`config.mk`:
```
export PLATFORM = sky130hd
export DESIGN_NAME = wb_commit_stage
export DESIGN_NICKNAME = d
export VERILOG_FILES = /design/src/rtl/wb_commit_stage.sv
export SDC_FILE = /design/constraint.sdc
export NUM_CORES = 1
export LEC_CHECK = 0
export BUFFER_PORTS_ARGS = -buffer_cell sky130_fd_sc_hd__buf_2
export CAP_MARGIN = 20
export CORE_ASPECT_RATIO = 0.75
export CORE_MARGIN = 8
export CORE_UTILIZATION = 35
export CTS_CLUSTER_DIAMETER = 30
export DETAILED_ROUTE_END_ITERATION = 16
export GPL_TIMING_DRIVEN = 0
export HOLD_SLACK_MARGIN = 0.06
export SLEW_MARGIN = 5
export SYNTH_ARGS = -nofsm -noshare
export SYNTH_HDL_FRONTEND = slang
export SYNTH_SLANG_ARGS = --single-unit
```
`constraint.sdc`:
```
create_clock -name clk -period 6.25 [get_ports clk]
set_clock_uncertainty 0.05 [all_clocks]
set_input_delay 0.9375 -clock clk [delete_from_list [all_inputs] [get_ports clk]]
set_output_delay 0.9375 -clock clk [all_outputs]
set_load 0.02 [all_outputs]
```
`src/rtl/wb_commit_stage.sv`:
```
// Write-back / commit stage for an in-order multi-lane pipeline.
// Holds one bundle of NLANE instructions. It commits the lanes in order up to
// the first lane that carries an exception or an eret, and raises a single
// CP0 pulse for that lane. After such a pulse the stage discards incoming
// bundles for FLUSH_CYC cycles.
// The rf_* and wb_* outputs are decoded only from the held bundle registers
// and ws_hold, so the ms_* inputs never reach them combinationally.
module wb_commit_stage #(
    parameter int NLANE     = 2,
    parameter int DW        = 32,
    parameter int AW        = 5,
    parameter int FLUSH_CYC = 1
) (
    input  logic                clk,
    input  logic                resetn,
    input  logic                ms_to_ws_valid,
    input  logic [NLANE-1:0]    ms_lane_v,
    input  logic [NLANE-1:0]    ms_gr_we,
    input  logic [NLANE*AW-1:0] ms_dest,
    input  logic [NLANE*DW-1:0] ms_result,
    input  logic [NLANE*32-1:0] ms_pc,
    input  logic [NLANE-1:0]    ms_ex,
    input  logic [NLANE*5-1:0]  ms_excode,
    input  logic [NLANE-1:0]    ms_eret,
    input  logic                ws_hold,
    output logic                ws_allowin,
    output logic [NLANE-1:0]    rf_we,
    output logic [NLANE*AW-1:0] rf_waddr,
    output logic [NLANE*DW-1:0] rf_wdata,
    output logic                wb_ex,
    output logic [4:0]          wb_excode,
    output logic [31:0]         wb_pc,
    output logic                eret_flush,
    output logic [31:0]         retire_cnt
);

    typedef enum logic [0:0] {ST_RUN = 1'b0, ST_FLUSH = 1'b1} state_e;

    localparam logic [2:0] FLUSH_CNT = 3'(FLUSH_CYC);

    // Number of set bits in a lane mask.
    function automatic logic [2:0] popcount(input logic [NLANE-1:0] v);
        logic [2:0] c;
        c = 3'd0;
        for (int i = 0; i < NLANE; i++) begin
            c = c + 3'(v[i]);
        end
        return c;
    endfunction

    state_e              state_r;
    logic [2:0]          flush_cnt_r;
    logic                ws_valid_r;
    logic [NLANE-1:0]    lane_v_r;
    logic [NLANE-1:0]    gr_we_r;
    logic [NLANE*AW-1:0] dest_r;
    logic [NLANE*DW-1:0] result_r;
    logic [NLANE*32-1:0] pc_r;
    logic [NLANE-1:0]    ex_r;
    logic [NLANE*5-1:0]  excode_r;
    logic [NLANE-1:0]    eret_r;
    logic [31:0]         retire_cnt_r;

    logic [NLANE-1:0]    stop_lane_s;
    logic [NLANE-1:0]    onehot_s;
    logic [NLANE-1:0]    below_s;
    logic                found_s;
    logic [4:0]          sel_excode_s;
    logic [31:0]         sel_pc_s;
    logic                stop_ex_s;
    logic                stop_eret_s;
    logic                commit_s;
    logic                flush_go_s;
    logic                load_s;
    logic [31:0]         retire_add_s;

    assign stop_lane_s = lane_v_r & (ex_r | eret_r);
    assign stop_ex_s   = |(onehot_s & ex_r);
    assign stop_eret_s = |(onehot_s & eret_r & ~ex_r);
    assign commit_s    = ws_valid_r & ~ws_hold;
    assign flush_go_s  = commit_s & (stop_ex_s | stop_eret_s);
    assign load_s      = (state_r == ST_RUN) & ms_to_ws_valid & ws_allowin & ~flush_go_s;
    assign retire_add_s = 32'(popcount(lane_v_r & below_s)) + 32'(stop_eret_s);
    assign retire_cnt  = retire_cnt_r;

    // Locate the oldest stopping lane: one-hot marker plus the mask of lanes older than it.
    always_comb begin
        found_s  = 1'b0;
        onehot_s = '0;
        below_s  = '0;
        for (int i = 0; i < NLANE; i++) begin
            onehot_s[i] = stop_lane_s[i] & ~found_s;
            below_s[i]  = ~found_s & ~stop_lane_s[i];
            found_s     = found_s | stop_lane_s[i];
        end
    end

    // Pick the excode and PC of the stopping lane.
    always_comb begin
        sel_excode_s = 5'd0;
        sel_pc_s     = 32'd0;
        for (int i = 0; i < NLANE; i++) begin
            sel_excode_s = sel_excode_s | (excode_r[i*5 +: 5] & {5{onehot_s[i]}});
            sel_pc_s     = sel_pc_s | (pc_r[i*32 +: 32] & {32{onehot_s[i]}});
        end
    end

    // Drive the commit outputs from the held bundle, all zero unless committing.
    always_comb begin
        rf_we    = lane_v_r & gr_we_r & below_s & {NLANE{commit_s}};
        rf_waddr = '0;
        rf_wdata = '0;
        for (int i = 0; i < NLANE; i++) begin
            rf_waddr[i*AW +: AW] = dest_r[i*AW +: AW] & {AW{rf_we[i]}};
            rf_wdata[i*DW +: DW] = result_r[i*DW +: DW] & {DW{rf_we[i]}};
        end
        wb_ex      = commit_s & stop_ex_s;
        eret_flush = commit_s & stop_eret_s;
        wb_excode  = sel_excode_s & {5{wb_ex}};
        wb_pc      = sel_pc_s & {32{wb_ex}};
        ws_allowin = (state_r == ST_FLUSH) | ~ws_valid_r | ~ws_hold;
    end

    // Bundle payload registers, captured when a bundle is accepted.
    always_ff @(posedge clk or negedge resetn) begin
        if (!resetn) begin
            lane_v_r <= '0;
            gr_we_r  <= '0;
            dest_r   <= '0;
            result_r <= '0;
            pc_r     <= '0;
            ex_r     <= '0;
            excode_r <= '0;
            eret_r   <= '0;
        end else if (load_s) begin
            lane_v_r <= ms_lane_v;
            gr_we_r  <= ms_gr_we;
            dest_r   <= ms_dest;
            result_r <= ms_result;
            pc_r     <= ms_pc;
            ex_r     <= ms_ex;
            excode_r <= ms_excode;
            eret_r   <= ms_eret;
        end
    end

    // Bundle-present flag: cleared by a flush or by a commit without a new load.
    always_ff @(posedge clk or negedge resetn) begin
        if (!resetn) begin
            ws_valid_r <= 1'b0;
        end else if (flush_go_s) begin
            ws_valid_r <= 1'b0;
        end else if (load_s) begin
            ws_valid_r <= 1'b1;
        end else if (commit_s) begin
            ws_valid_r <= 1'b0;
        end
    end

    // Run/flush sequencer with the discard-cycle counter.
    always_ff @(posedge clk or negedge resetn) begin
        if (!resetn) begin
            state_r     <= ST_RUN;
            flush_cnt_r <= 3'd0;
        end else begin
            case (state_r)
                ST_RUN: begin
                    if (flush_go_s) begin
                        state_r     <= ST_FLUSH;
                        flush_cnt_r <= FLUSH_CNT;
                    end
                end
                ST_FLUSH: begin
                    flush_cnt_r <= flush_cnt_r - 3'd1;
                    if (flush_cnt_r == 3'd1) begin
                        state_r <= ST_RUN;
                    end
                end
                default: begin
                    state_r     <= ST_RUN;
                    flush_cnt_r <= 3'd0;
                end
            endcase
        end
    end

    // Retired-lane counter, wrapping modulo 2^32.
    always_ff @(posedge clk or negedge resetn) begin
        if (!resetn) begin
            retire_cnt_r <= 32'd0;
        end else if (commit_s) begin
            retire_cnt_r <= retire_cnt_r + retire_add_s;
        end
    end

endmodule
```
==> flow_metrics.py <==
metrics = {
    "clocking": {
        "max-clock-path-buffers": 2,
        "clk_pin_slew_worst_paths_ps": 80,
        "postCtsSetupBuffers": 0,
        "clock_insertion_delay_worst_skew_ps": 430,
        "htreeDepth": 4,
        "clock_sinks": 193,
        "cts_hold_buffers": 0,
        "clock-root-buffer": "clkbuf_16",
        "clock_tree_from_tritoncts": "done",
        "cts_buffers": 17,
        "post_cts_resized": 0,
    },
    "route": {
        "drtPass1Iterations": 4,
        "wire_per_inst_um": 18.5,
        "totalWireLength_um": 25500,
        "initialDrtViolationCount": 284,
        "drt.antenna.violating_nets": 0,
        "drc_errors": 0,
        "dr_total_vias": 6351,
        "detail_route.vias_per_cell": 4.62,
    },
    "sta": {
        "setup_slack_ps": 2250,
        "finalWorstPathRequiredPeriod_ps": 4000,
        "rsz0062_at_grt": "no",
        "final_period_utilization_pct": 64.0,
        "final_max_slew_viol_count": 0,
        "final_setup_vio_count": 0,
        "fmax_mhz": 250,
        "fin_worst_hold_slack_ps": 312,
        "setup_total_negative_slack_ps": 0,
        "tightest_slew_ps": 1060,
        "finalHoldViolations": 0,
        "timing.max_slew.rel_slack_pct": 28.7,
    },
    "final_layout": {
        "fin_nets": 1180,
        "final_layout_size_suffix_gt1_share_pct": 50.4,
        "area.sequential_um2": 4830,
        "final_util_pct": 45.6,
        "layout-area-overhead-vs-synth_pct": 28.5,
        "multi_input_area_um2": 4010,
        "fillers": 2443,
    },
    "floorplanning": {
        "design.die.area_um2": 31800,
        "floorplan.die.width_um": 203,
        "start_util_pct": 35.5,
        "core_area_um2": 25900,
        "pin_count": 308,
        "dieHeight_um": 156,
        "rows": 51,
    },
    "yosys": {
        "synth.top_cells.by_count": "dfrtp_1 (193), mux2_4 (129), and2_1 (75)",
        "yosysSeqAreaShare_pct": 52.5,
        "synth_top_area_share_pct": 52.5,
        "yosysUniqueCellTypes": 39,
        "asyncSetResetFlopFracSynth_pct": 100,
        "synth.avg_cell_area_um2": 13.4,
        "synth_nets": 852,
        "yosys_warnings": 0,
        "synth_top_flop_cell": "dfrtp_1",
        "synthCells": 686,
        "synth_top_cell_by_area": "dfrtp_1",
        "synth-seq-cells": 193,
        "post_synth_main_area_contributors": "dfrtp_1 (52%), mux2_4 (21%), and2_1 (5.1%)",
        "syn-cell-area_um2": 9200,
        "synth-edff-count": 0,
        "yosysMostFrequentCell": "dfrtp_1",
    },
    "pwr": {
        "power.static_leakage_nw": 6.22,
        "peakVddDrop_mv": 0.206,
        "p_per_area_nw_per_um2": 441,
    },
    "critical_path": {
        "crit_path_cell_trace": "buf_2 -> nor2b_1 -> nand2_1 -> nor2_1 -> clkbuf_1 -> clkbuf_1 -> and2_1 -> buf_2",
        "ff2ff_path_depth": 10,
        "arrival_ps": 3010,
        "critPathLaunchType": "primary input",
        "cell_family_contributing_the_most_delay_on_the_critical_path": "buffers and inverters",
        "timing.critical_path.depth": 8,
        "cp_num_buf_inv": 4,
        "cp_slowest_cell": "clkbuf_1",
        "worst-endpoint-required_ps": 5260,
        "cpPeakStageDelay_ps": 570,
        "crit_path_end_kind": "output pin",
        "critical_path.max_fanout": 10,
        "timing_worst_setup_path_type": "in2out",
    },
    "global_routing": {
        "grt_pass1_vias": 6908,
        "final_global_route_overflow_total": 0,
        "first_pass_grt_wire_length_um": 40400,
        "initial_antenna_violation_count": 3,
        "largest_net_degree_at_the_start_of_global_routing": 88,
        "overall_global_routing_resource_usage_pct": 16.0,
    },
    "worst_hold_path": {
        "min-delay-path-class": "in2async",
    },
    "placed_design": {
        "placer_s_final_routability_congestion_estimate": 0.765,
        "dp_hpwl_um": 19200,
        "io_buffer_count": 307,
        "dp_worst_setup_slack_ps": 2210,
    },
    "status": {
        "status": "completed",
    },
    "run": {
        "cap_violations": 0,
    },
}
-- area by class of cell --
class / count / area share (%)
clock inverter: 14 / 1.20
inverter: 15 / 0.476
clock buffer: 18 / 3.72
tap: 344 / 3.64
sequential: 193 / 40.9
multi-input combinational: 439 / 34.0
antenna: 3 / 0.0635
timing repair buffer: 309 / 13.5
buffer: 39 / 2.54
-- sequential cells by signal, summed over array words and instances (netlist names) --
signal       cells
lane_v_r         2
retire_cnt      32
ex_r             2
gr_we_r          2
pc_r            64
ws_valid_r       1
dest_r          10
state_r          1
flush_cnt_r      3
excode_r        10
eret_r           2
result_r        64
-- layer usage --
layer	global-route usage (%)	routed length, um
met5	0	13
met4	3.55	248
met3	6.32	2050
met2	24.1	11300
met1	21.3	11800
-- cell usage in the layout, fill, tap and decap left out, types with 4 or more instances in the layout --
cell / netlist / final
a22oi_1: 37 / 37
and2_1: 75 / 75
and3_1: 4 / 4
buf_2: 3 / 309
buf_6: 5 / 5
buf_8: 10 / 11
clkbuf_1: 21 / 21
clkbuf_16: 0 / 17
dfrtp_1: 193 / 193
ha_1: 4 / 4
inv_1: 15 / 15
inv_6: 0 / 8
mux2_2: 27 / 27
mux2_4: 129 / 129
nand2_1: 24 / 24
nand3_1: 12 / 12
nand4_1: 8 / 8
nor2_1: 51 / 51
nor3_1: 5 / 5
nor4_1: 4 / 4
xnor2_1: 20 / 20
xor2_1: 11 / 11
-- per-stage QoR --
stage / total power, W / std cells / area (um^2)
2_1_floorplan: 0.00365 / 686 / 9200
3_3_place_gp: 0.00410 / 1337 / 11200
6_report: 0.00522 / 1374 / 11800
3_5_place_dp: 0.00415 / 1339 / 11200
5_1_grt: 0.00555 / 1372 / 11800
4_1_cts: 0.00529 / 1371 / 11800
-- final timing paths --
kind | from | end | slack, ps
setup / recovery | ws_hold | rf_wdata[38] | 2250
hold / removal | resetn | result_r[15] | 310
setup reg to reg | ex_r[0] | retire_cnt[30] | 3210
hold reg to reg | retire_cnt[31] | retire_cnt[31] | 420
max in group asynchronous | resetn | pc_r[52] | 5080
min in group clk | retire_cnt[31] | retire_cnt[31] | 420
-- report_power, final --
| part | internal [W] | total (W) | switching (W) |
|---|---|---|---|
| logic | 0.00118 | 0.00199 | 0.000809 |
| clock network | 0.000575 | 0.00110 | 0.000522 |
| registers | 0.00180 | 0.00213 | 0.000331 |
-- cells by family (layout without fill, tap and decap cells) --
group | after synthesis | count (layout) | share of synthesized area (%)
and+or+nand+nor | 196 | 196 | 11.3
DFF | 193 | 193 | 52.5
muxes | 157 | 157 | 24.5
buffers and inverters | 54 | 395 | 3.88
AOI/OAI and AO/OA | 49 | 49 | 3.93
xor gates and xnor gates | 31 | 31 | 2.95
adders and majority gates | 6 | 6 | 0.979
other | 0 | 3 | 0
Power figures use the tool's default switching activity.
